[config.mk]
export PLATFORM = sky130hd
export DESIGN_NAME = draw_sequence_datapath
export DESIGN_NICKNAME = d
export VERILOG_FILES = /design/src/rtl/draw_sequence_datapath.sv
export SDC_FILE = /design/constraint.sdc
export NUM_CORES = 1
export LEC_CHECK = 0
export BUFFER_PORTS_ARGS = -buffer_cell sky130_fd_sc_hd__buf_2
export CAP_MARGIN = 20
export CORE_UTILIZATION = 50
export DETAILED_ROUTE_END_ITERATION = 7
export PLACE_DENSITY = 0.69
export REMOVE_ABC_BUFFERS = 1
export SLEW_MARGIN = 20
export SYNTH_ARGS = -nofsm -noshare
export SYNTH_HDL_FRONTEND = slang
export SYNTH_SLANG_ARGS = --single-unit
[constraint.sdc]
create_clock -name clk -period 3 [get_ports clk]
set_input_delay 0.6 -clock clk [delete_from_list [all_inputs] [get_ports clk]]
set_output_delay 0.6 -clock clk [all_outputs]
set_load 0.005 [all_outputs]
[src/rtl/draw_sequence_datapath.sv]
// draw_sequence_datapath
//   Walks elementSeq (filled by the sort-sequence stage) and renders each element
//   as a vertical bar to the VGA plotter, one pixel per plot cycle. Bar i starts at
//   x = X0 + i*block_width, height (elementSeq[i]+1)*HEIGHT_STEP, bottom row BASE_Y-1.
//   Pixels are issued column-major, bottom-up.
//
//   Optional feature: define CLEAR_SCREEN_EN to black-fill the drawing area
//   (row-major, one pixel per cycle) before the first bar is drawn.
//
// Ports
//   clk, reset        clock, synchronous active-high reset
//   go_draw           start request, sampled in IDLE only
//   numElements       number of bars (0..31), latched at start
//   block_width       bar pitch in pixels, latched at start (0 treated as 1)
//   elementSeq_addr   elementSeq read address
//   elementSeq_out    elementSeq read data, valid 2 cycles after address change
//   x, y, colour      pixel coordinates and colour
//   plot              pixel write strobe
//   busy              high whenever not idle
//   draw_done         one-cycle pulse after the last pixel has been issued
module draw_sequence_datapath #(
  parameter logic [9:0] X0          = 10'd20,
  parameter logic [8:0] BASE_Y      = 9'd400,
  parameter logic [8:0] HEIGHT_STEP = 9'd8,
  parameter logic [2:0] BAR_COLOUR  = 3'b111
) (
  input  logic       clk,
  input  logic       reset,
  input  logic       go_draw,
  input  logic [4:0] numElements,
  input  logic [9:0] block_width,
  output logic [4:0] elementSeq_addr,
  input  logic [4:0] elementSeq_out,
  output logic [9:0] x,
  output logic [8:0] y,
  output logic [2:0] colour,
  output logic       plot,
  output logic       busy,
  output logic       draw_done
);

  typedef enum logic [2:0] {
    S_IDLE, S_CLEAR, S_FETCH, S_WAIT, S_DRAW, S_NEXT, S_DONE
  } state_t;

  state_t     state;
  logic [4:0] num_r;
  logic [9:0] bw_r;       // effective pitch (never 0)
  logic [9:0] last_col;   // last drawn column inside a bar
  logic [4:0] idx;
  logic [9:0] bar_x;      // X0 + idx*bw_r, accumulated instead of multiplied
  logic [8:0] h;
  logic [9:0] col;
  logic [8:0] row;
  logic       wait_cnt;

  logic [9:0] bw_eff_in;
  logic [9:0] last_col_in;

  always_comb begin
    bw_eff_in   = (block_width == '0) ? 10'd1 : block_width;
    // one-pixel gap on the right; widths 0..2 all leave a single column
    last_col_in = (block_width <= 10'd2) ? '0 : block_width - 10'd2;
  end

`ifdef CLEAR_SCREEN_EN
  logic [14:0] clr_w;
  logic [14:0] clr_cx;
  logic [7:0]  clr_cy;
`endif

  always_ff @(posedge clk) begin
    if (reset) begin
      state           <= S_IDLE;
      num_r           <= '0;
      bw_r            <= 10'd1;
      last_col        <= '0;
      idx             <= '0;
      bar_x           <= '0;
      h               <= '0;
      col             <= '0;
      row             <= '0;
      wait_cnt        <= 1'b0;
      elementSeq_addr <= '0;
      x               <= '0;
      y               <= '0;
      colour          <= '0;
      plot            <= 1'b0;
      busy            <= 1'b0;
      draw_done       <= 1'b0;
`ifdef CLEAR_SCREEN_EN
      clr_w           <= '0;
      clr_cx          <= '0;
      clr_cy          <= '0;
`endif
    end else begin
      plot      <= 1'b0;
      draw_done <= 1'b0;
      case (state)
        S_IDLE: begin
          busy <= 1'b0;
          if (go_draw) begin
            busy            <= 1'b1;
            num_r           <= numElements;
            bw_r            <= bw_eff_in;
            last_col        <= last_col_in;
            idx             <= '0;
            elementSeq_addr <= '0;
            bar_x           <= X0;
            if (numElements == '0) begin
              state <= S_DONE;
            end else begin
`ifdef CLEAR_SCREEN_EN
              clr_w  <= {10'd0, numElements} * {5'd0, bw_eff_in};
              clr_cx <= '0;
              clr_cy <= '0;
              x      <= X0;
              y      <= BASE_Y - 9'd256;
              colour <= '0;
              plot   <= 1'b1;
              state  <= S_CLEAR;
`else
              state  <= S_FETCH;
`endif
            end
          end
        end
`ifdef CLEAR_SCREEN_EN
        S_CLEAR: begin
          if (clr_cx == clr_w - 15'd1) begin
            if (clr_cy == 8'd255) begin
              state <= S_FETCH;
            end else begin
              clr_cx <= '0;
              clr_cy <= clr_cy + 8'd1;
              x      <= X0;
              y      <= y + 9'd1;
              plot   <= 1'b1;
            end
          end else begin
            clr_cx <= clr_cx + 15'd1;
            x      <= x + 10'd1;
            plot   <= 1'b1;
          end
        end
`endif
        S_FETCH: begin
          // address already presented on entry; give the RAM its two cycles
          wait_cnt <= 1'b0;
          state    <= S_WAIT;
        end
        S_WAIT: begin
          if (wait_cnt) begin
            h      <= ({4'd0, elementSeq_out} + 9'd1) * HEIGHT_STEP;
            col    <= '0;
            row    <= '0;
            x      <= bar_x;
            y      <= BASE_Y - 9'd1;
            colour <= BAR_COLOUR;
            plot   <= 1'b1;
            state  <= S_DRAW;
          end else begin
            wait_cnt <= 1'b1;
          end
        end
        S_DRAW: begin
          // x/y already hold the pixel being plotted; decide the next one
          if (row == h - 9'd1) begin
            if (col == last_col) begin
              state <= S_NEXT;
            end else begin
              col  <= col + 10'd1;
              row  <= '0;
              x    <= x + 10'd1;
              y    <= BASE_Y - 9'd1;
              plot <= 1'b1;
            end
          end else begin
            row  <= row + 9'd1;
            y    <= y - 9'd1;
            plot <= 1'b1;
          end
        end
        S_NEXT: begin
          if (idx == num_r - 5'd1) begin
            state <= S_DONE;
          end else begin
            idx             <= idx + 5'd1;
            elementSeq_addr <= idx + 5'd1;
            bar_x           <= bar_x + bw_r;
            state           <= S_FETCH;
          end
        end
        S_DONE: begin
          draw_done <= 1'b1;
          busy      <= 1'b0;
          state     <= S_IDLE;
        end
        default: state <= S_IDLE;
      endcase
    end
  end

endmodule

==> flow_summary.yaml, run 1 <==
synthesis:
  synth_area_leaders: "dfxtp_1 (36%), nand2_1 (4.9%), a21oi_1 (4.7%), ha_1 (4.4%), xor2_1 (4.3%)"
  ys.flop_type: "dfxtp_1"
  synth_top_cell_area_share_pct: 36.2
  synth_edf_count: 0
  ys_seq_elements: 92
  synth_largest_area_cell: "dfxtp_1"
  syn_inst: 624
  synth_area_per_cell_um2: 8.15
  ys_warn_count: 0
  synth.yosys.seq_area_share_pct: 36.2
  synth_area_um2: 5090
  async_flop_share_pct: 0
  ys_types: 62
critical_path:
  cp-end-kind: "flip-flop"
  crit_buf_inv: 2
  crit_fanout: 25
  cp-start-kind: "flip-flop"
  crit_chain: "inv_1 -> ha_1 -> xnor2_1 -> a221oi_1 -> a41o_1 -> a21oi_4 -> buf_4 -> mux2_2 -> a211oi_1"
  cp.required_ns: 3.28
  slowest_delay_ns: 0.56
  cp.arrival_ns: 2.96
  slowest_stage: "a21oi_4"
  critPathKind: "reg -> reg"
  path_delay_family: "compound AO/OA/AOI/OAI gates"
timing:
  skew_ns: 0.0105
  period_share_pct: 89.4
  fin_crit_ns: 2.68
  slew_viol_final: 0
  fmax_mhz: 373
  worstMarginPinSlew_ns: 0.774
  finalSetupViolCount: 0
  slew_headroom_pct: 48.2
  hold_viol_final: 0
  rsz0062_at_grt: "no"
  setup_tns_ns: 0
detailed_routing:
  antenna_left: 0
  firstDrtPassIters: 6
  drc: 0
  viasPerCell: 5.81
  vias: 4704
  wl_per_cell_um: 15.3
  dr.first_iter.drc_count: 246
  wl_um: 12400
cells_and_area:
  drive_gt1_share_pct: 14.5
  antenna_cells: 0
  layout.nets: 713
  final_core_utilization_pct: 57.9
  final_cells: 809
  areaGrowthSynthToFinish_pct: 11.8
clock_tree:
  cts_root_buffer: "clkbuf_8"
  cts_buffers: 9
  cts.repair.resized: 1
  htreeDepth: 3
  clock_latency_ns: 0.36
  clk_path_buf_depth: 2
  cts_tree: "built"
  cts_hold_buf: 0
  clk_pin_slew_worst_paths_ns: 0.09
  clock_sinks: 92
  post_cts_buffers: 0
floorplanning:
  dieArea_um2: 10600
  die_h_um: 103
  fp.dieW_um: 103
  initial_core_util_pct: 51.8
  pin_count: 53
  coreArea_um2: 9820
  row_count: 36
global_routing:
  grt_max_degree: 28
  grt_busiest_layer: "met2"
  gr-usage-met1_pct: 31.0
  grt_pass1_vias: 4237
  use_met3_pct: 5.69
  antenna_found_initial: 0
  grt_pass1_wl_um: 19900
  overflow: 0
  gr-usage-all-layers_pct: 24.3
  use_met2_pct: 41.0
power:
  p_leak_nw: 2.31
  peakVddDrop_mv: 0.279
  power_mw: 2.44
  power.density_nw_per_um2: 430
worst_hold_path:
  min_path_type: "in -> reg"
placement:
  dp_hpwl_um: 9150
  place_congestion: 0.873
  dp.cells: 793
  io_buffers: 52
flow_run:
  drv_cap: 0
status:
  status: "complete, no violations"
[flip-flops by register name (all words and copies together), names as in the netlist]
register	flops
plot	1
bar_x	10
colour	1
y	9
last_col	10
num_r	5
draw_done	1
busy	1
idx	5
row	9
x	10
h	6
col	10
wait_cnt	1
bw_r	10
state	3
[layer usage]
| metal | vias to the layer above | wire length, µm |
|---|---|---|
| met5 | - | 0 |
| met4 | 0 | 172 |
| met3 | 16 | 578 |
| met2 | 107 | 6060 |
| met1 | 2225 | 5580 |
| li1 | 2356 | - |
[area by class of cell]
cell class              instances  area, µm²
inverters                      26       97.6
well taps                     133        166
clock buffers                  12        145
flip-flops and latches         92       1840
multi-input cells             471       3000
repair buffers                 71        415
clock inverters                 4       25.0
fillers                       949       4130
[cells by family after synthesis]
logic type               Yosys count  share of synthesized area (%)
flip-flops                        92                           36.2
AND/OR/NAND/NOR                  240                           24.3
buffers and inverters             61                           5.04
adder cells (fa/ha/maj)           19                           4.82
XOR/XNOR                          45                           7.75
AO/OA/AOI/OAI                    158                           20.1
multiplexers                       9                           1.80
[stage by stage]
stage	hold slack (ns)	setup WS [ns]	area [µm²]
after global placement	0.455	0.140	5510
after global routing	0.457	0.176	5690
after floorplan	0.435	0.318	4930
after detailed placement	0.458	-0.0152	5510
final	0.459	0.319	5690
after CTS	0.446	0.313	5690
[path summary, 6_finish.rpt]
check,slack (ns),end,depth (start not counted),start
worst max-delay path,0.32,y[3]$_SDFFE_PP0P_,9,h[4]$_SDFFE_PP0P_
worst min-delay path,0.46,h[3]$_SDFFE_PP0P_,2,elementSeq_out[0]
worst max register to register,0.32,y[3]$_SDFFE_PP0P_,9,h[4]$_SDFFE_PP0P_
worst min register to register,0.47,bw_r[2]$_SDFFE_PP0P_,2,bw_r[2]$_SDFFE_PP0P_
[layout by cell type, fill, tap and decap left out, types with 5 or more instances in the layout]
cell	synthesis	layout
nand4_1	15	15
o21a_1	6	6
nor3b_1	6	6
nor3_1	17	17
or4_1	7	7
o21ai_0	31	31
inv_1	26	26
xor2_1	25	25
ha_1	18	18
mux2i_1	8	8
xnor2_1	20	20
nor4_1	12	12
nand3_1	27	27
o31ai_1	9	9
nor2_1	43	43
dfxtp_1	92	92
nand2b_1	6	6
a211oi_1	13	13
clkbuf_8	0	10
nand2_1	67	67
and3_1	12	12
a21oi_1	48	48
nor2b_1	5	5
or3_1	9	9
a22o_1	6	6
buf_2	9	52
a31oi_1	9	9
buf_4	2	18
[report_power, final]
part	internal, mW	switching (mW)	leakage, nW
clock network	0.322	0.430	0.0824
logic	0.150	0.227	1.48
registers	1.27	0.0434	0.746
[cell usage after synthesis, drive strengths merged (12+ instances only)]
master	n
a21oi	49
nor4	14
nand2	67
nand4	15
nand3	27
inv	26
nor2	43
buf	15
xor2	25
a211oi	13
xnor2	20
o21ai	31
clkbuf	20
dfxtp	92
nor3	18
ha	18
and3	12
Note: power is estimated with default switching activity, not from simulation.
==> inputs of run 2 (changes only) <==
--- a/config.mk
+++ b/config.mk
@@ -12,4 +12,5 @@
 export PLACE_DENSITY = 0.69
 export REMOVE_ABC_BUFFERS = 1
+export SKIP_CTS_REPAIR_TIMING = 1
 export SLEW_MARGIN = 20
 export SYNTH_ARGS = -nofsm -noshare
==> constraint.sdc (replaced) <==
create_clock -name clk -period 3 [get_ports clk]
set_input_delay 0.15 -clock clk [delete_from_list [all_inputs] [get_ports clk]]
set_output_delay 0.15 -clock clk [all_outputs]
set_load 0.005 [all_outputs]
==> run 2 against run 1 <==
  * First-iteration DRC count rose by 6.9%
  * Cell count fell by 0.12%
  * Clock power fell by 1%
  * Critical path depth did not move
  * Clock-buffer cell count fell by 1
  * Via count rose by 0.38%
  * Sequential cell count did not move
  * Global-route usage rose by 0.87 points
  * Critical path type unchanged
  * Critical endpoint unchanged
  * Highest routed layer unchanged
==> flow_summary.yaml, run 2 (synthesized netlist as in run 1, its figures left out) <==
power:
  internal_power_mw: 1.75
  p_sw_share_pct: 28.0
  comb_power_share_pct: 15.6
  p_seq_share_pct: 54.0
  peakVddDrop_mv: 0.197
  p_leak_nw: 2.31
  clkPwrFrac_pct: 30.5
  power.density_nw_per_um2: 428
  p_switching_mw: 0.683
detailed_routing:
  firstDrtPassIters: 4
  dr.first_iter.drc_count: 263
  wl_um: 12500
  wl_per_cell_um: 15.5
  antenna_left: 0
  drc: 0
  vias: 4722
  viasPerCell: 5.84
critical_path:
  endpoint: "y[3]$_SDFFE_PP0P_"
  crit_fanout: 25
  r2r_slack_ns: 0.35
  critPathKind: "reg -> reg"
  r2r_cells: 9
  cp.required_ns: 3.27
  cp.arrival_ns: 2.92
  r2r_start: "h[4]$_SDFFE_PP0P_"
  cp-end-kind: "flip-flop"
  startpoint: "h[4]$_SDFFE_PP0P_"
  cp-start-kind: "flip-flop"
  rr_endpoint: "y[3]$_SDFFE_PP0P_"
cells_and_area:
  fillers: 941
  drive_gt1_share_pct: 14.7
  finalInstanceArea_um2: 5680
  areaGrowthSynthToFinish_pct: 11.7
  seq_area_um2: 1840
  layout_commonest_cell: "dfxtp_1"
  layout.nets: 715
  antenna_cells: 0
  layout_common_cells: "dfxtp_1 (92), nand2_1 (67), buf_2 (52), a21oi_1 (48), nor2_1 (43)"
  multi_input_area_um2: 3000
flow_run:
  drv_cap: 0
clock_tree:
  clk_pin_slew_worst_paths_ns: 0.09
  clk_path_buf_depth: 2
  cts_buffers: 9
  cts_tree: "built"
  htreeDepth: 3
  clock_latency_ns: 0.36
  cts_root_buffer: "clkbuf_8"
  clock_sinks: 92
global_routing:
  grt_pass1_wl_um: 20800
  grt_pass1_vias: 4405
  overflow: 0
  gr-usage-all-layers_pct: 25.1
  grt_max_degree: 31
  antenna_found_initial: 0
placement:
  dp_hpwl_um: 9240
  place_congestion: 0.855
  io_buffers: 52
  placed_cell_area_um2: 5510
floorplanning:
  dieArea_um2: 10600
  fp.dieW_um: 103
  row_count: 36
  initial_core_util_pct: 51.8
  die_h_um: 103
  pin_count: 53
  coreArea_um2: 9820
timing:
  fmax_mhz: 378
  hold_viol_final: 0
  worstMarginPinSlew_ns: 0.774
  finalSetupViolCount: 0
  skew_ns: 0.00872
  rsz0062_at_grt: "no"
  slew_headroom_pct: 48.2
  setup_tns_ns: 0
  fin_crit_ns: 2.65
  period_share_pct: 88.2
  slew_viol_final: 0
worst_hold_path:
  min_path_type: "in -> reg"
status:
  status: "complete, no violations"
==> run 2: cell count changes in the layout (fill, tap and decap cells not counted) <==
cell        previous run  this run
clkinv_2               2         1
clkbuf_1               2         0
buf_12                 1         0
clkbuf_8              10        11
clkinvlp_4             2         1
buf_4                 18        21
==> run 2: layer usage <==
layer,part of all wire (%),GRT usage [%]
met2,48,41.0
met5,0,0
met4,3.1,12.0
met1,45,32.9
met3,4.3,3.46
==> run 2: worst max-delay path: stages (launching register included) <==
cell,delay [ns]
dfxtp_1,0.39
inv_1,0.07
ha_1,0.23
xnor2_1,0.15
a221oi_1,0.09
a41o_1,0.26
a21oi_4,0.54
buf_4,0.27
mux2_2,0.33
a211oi_1,0.23
==> run 2: worst min path at each step <==
| stage | slack, ns | cells after the start | from | endpoint |
|---|---|---|---|---|
| finish | 0.01 | 2 | elementSeq_out[0] | h[3]$_SDFFE_PP0P_ |
| global route | 0.02 | 2 | elementSeq_out[0] | h[3]$_SDFFE_PP0P_ |
| CTS | -0.001 | 2 | elementSeq_out[0] | h[3]$_SDFFE_PP0P_ |
| detailed placement | 0.39 | 2 | elementSeq_out[0] | h[3]$_SDFFE_PP0P_ |
| global placement | 0.39 | 2 | elementSeq_out[0] | h[3]$_SDFFE_PP0P_ |
| floorplan | 0.22 | 1 | reset | bar_x[0]$_SDFFE_PP0P_ |
==> run 2: power by group through the flow <==
stage	clock network (mW)	logic [mW]	registers (mW)
4_1_cts	0.758	0.378	1.31
6_report	0.742	0.379	1.31
3_5_place_dp	0	0.377	1.34
2_1_floorplan	0	0.240	1.33
3_3_place_gp	0	0.363	1.34
5_1_grt	0.809	0.426	1.32
==> run 2: cell type report <==
cell class / count / area share (%)
tap: 133 / 2.93
multi-input combinational: 471 / 52.7
timing repair buffer: 73 / 7.35
clock inverter: 2 / 0.220
inverter: 26 / 1.72
sequential: 92 / 32.4
clock buffer: 11 / 2.66
==> run 2: through the flow <==
| step | hold slack (ns) | worst slack, ns | power [mW] | std cells | utilization [%] |
|---|---|---|---|---|---|
| global route | 0.0224 | 0.142 | 2.56 | 808 | 57.9 |
| detailed placement | 0.386 | 0.0456 | 1.72 | 795 | 56.1 |
| global placement | 0.387 | 0.146 | 1.70 | 795 | 56.1 |
| CTS | -0.000963 | -0.00375 | 2.45 | 808 | 57.8 |
| finish | 0.0150 | 0.353 | 2.43 | 808 | 57.9 |
| floorplan | 0.219 | 0.318 | 1.57 | 589 | - |
==> inputs of run 3 (changes only) <==
PLACE_DENSITY = 0.66   (was 0.69)
==> run 3 against run 2 <==
  * Register-to-register slack gained 0.07 ns
  * Clock power increased by 13%
  * Clock-buffer cell count shrank 1
  * Global-route usage decreased by 0.38 points
  * Sequential cell count did not move
  * Critical path type unchanged
  * Critical endpoint is now col[9]$_SDFFE_PP0P_
==> flow_summary.yaml, run 3 (synthesized netlist as in run 1, its figures left out) <==
detailed_routing:
  drc: 0
  viasPerCell: 5.80
  wl_per_cell_um: 15.4
  firstDrtPassIters: 5
  vias: 4653
  dr.first_iter.drc_count: 262
  antenna_left: 0
  wl_um: 12400
floorplanning:
  row_count: 36
  die_h_um: 103
  fp.dieW_um: 103
  coreArea_um2: 9820
  initial_core_util_pct: 51.8
  pin_count: 53
  dieArea_um2: 10600
critical_path:
  startpoint: "h[3]$_SDFFE_PP0P_"
  critPathKind: "reg -> reg"
  r2r_start: "h[3]$_SDFFE_PP0P_"
  crit_fanout: 36
  r2r_slack_ns: 0.42
  slowest_stage: "or4_1"
  cp-start-kind: "flip-flop"
  cp.required_ns: 3.29
  r2r_cells: 9
  cp-end-kind: "flip-flop"
  rr_endpoint: "col[9]$_SDFFE_PP0P_"
  cp.arrival_ns: 2.87
  crit_chain: "inv_1 -> ha_1 -> xor2_1 -> nand4_1 -> nor4b_4 -> a21oi_2 -> buf_4 -> or4_1 -> a21oi_1"
  endpoint: "col[9]$_SDFFE_PP0P_"
  slowest_delay_ns: 0.54
timing:
  period_share_pct: 86.0
  rsz0062_at_grt: "no"
  fmax_mhz: 388
  setup_tns_ns: 0
  skew_ns: 0.00965
  hold_slack_ns: 0.00128
  slew_headroom_pct: 38.4
  finalSetupViolCount: 0
  fin_crit_ns: 2.58
  worstMarginPinSlew_ns: 0.920
  hold_viol_final: 0
  slew_viol_final: 0
global_routing:
  grt_max_degree: 37
  grt_pass1_vias: 4272
  gr-usage-all-layers_pct: 24.8
  antenna_found_initial: 0
  grt_pass1_wl_um: 20500
  overflow: 0
cells_and_area:
  layout_common_cells: "dfxtp_1 (92), nand2_1 (67), buf_2 (52), a21oi_1 (48), nor2_1 (43)"
  antenna_cells: 0
  drive_gt1_share_pct: 13.9
  areaGrowthSynthToFinish_pct: 10.9
  layout_commonest_cell: "dfxtp_1"
  layout.nets: 707
power:
  p_switching_mw: 0.707
  clkPwrFrac_pct: 33.2
  power.density_nw_per_um2: 447
  peakVddDrop_mv: 0.249
  p_seq_share_pct: 52.3
  p_sw_share_pct: 28.0
  internal_power_mw: 1.81
  p_leak_nw: 2.28
  comb_power_share_pct: 14.5
  power_mw: 2.52
worst_hold_path:
  holdPathStages: 2
  min_path_type: "in -> reg"
clock_tree:
  clock_sinks: 92
  clk_path_buf_depth: 2
  htreeDepth: 3
  cts_tree: "built"
  cts_buffers: 9
  clock_latency_ns: 0.36
  clk_pin_slew_worst_paths_ns: 0.09
  cts_root_buffer: "clkbuf_8"
flow_run:
  drv_cap: 0
placement:
  io_buffers: 52
  dp_hpwl_um: 9050
  place_congestion: 0.888
status:
  status: "complete, no violations"
[run 3: cell count changes in the layout (fill, tap and decap cells not counted)]
cell,before,now
bufinv_16,0,1
clkbuf_8,11,10
clkinv_2,1,3
a21oi_4,1,0
a21oi_2,0,1
buf_4,21,13
[run 3: routing by layer]
metal | global-route usage [%] | share of wire [%]
met2 | 42.8 | 49
met5 | 0 | 0
met4 | 9.21 | 1.8
met1 | 31.7 | 46
met3 | 2.92 | 3.1
[run 3: through the flow]
step                setup slack, ns  cell area (µm²)  std cells  utilization (%)
detailed placement            0.442             5450        787             55.5
global route                  0.187             5640        802             57.5
finish                        0.420             5640        802             57.5
floorplan                     0.318             4930        589                -
global placement              0.525             5450        787             55.5
CTS                           0.415             5640        802             57.5
[run 3: layout make-up]
class	instances	area, µm²
timing repair buffer	65	358
sequential	92	1840
multi-input combinational	471	2990
inverter	26	97.6
tap	133	166
clock inverter	5	52.6
clock buffer	10	138
fill	961	4180
[run 3: power by group through the flow]
stage	Clock [mW]	Sequential (mW)	Combinational, mW
finish	0.836	1.32	0.366
global route	0.904	1.33	0.411
CTS	0.851	1.32	0.366
detailed placement	0	1.35	0.364
global placement	0	1.35	0.355
floorplan	0	1.33	0.240
[run 3: critical path, delay by kind of cell (launching register included)]
| family | cells | cell delay (ns) |
|---|---|---|
| DFF | 1 | 0.43 |
| buffers and inverters | 2 | 0.32 |
| xor gates and xnor gates | 1 | 0.13 |
| adders and majority gates | 1 | 0.30 |
| and+or+nand+nor | 3 | 1.07 |
| AOI/OAI and AO/OA | 2 | 0.24 |
[run 3: worst min-delay path by stage]
stage,start,slack (ns),end
floorplan,reset,0.22,bar_x[0]$_SDFFE_PP0P_
global placement,elementSeq_out[0],0.38,h[3]$_SDFFE_PP0P_
detailed placement,elementSeq_out[0],0.38,h[3]$_SDFFE_PP0P_
CTS,elementSeq_out[0],-0.007,h[3]$_SDFFE_PP0P_
global route,elementSeq_out[0],0.002,h[3]$_SDFFE_PP0P_
finish,elementSeq_out[0],0.001,h[3]$_SDFFE_PP0P_
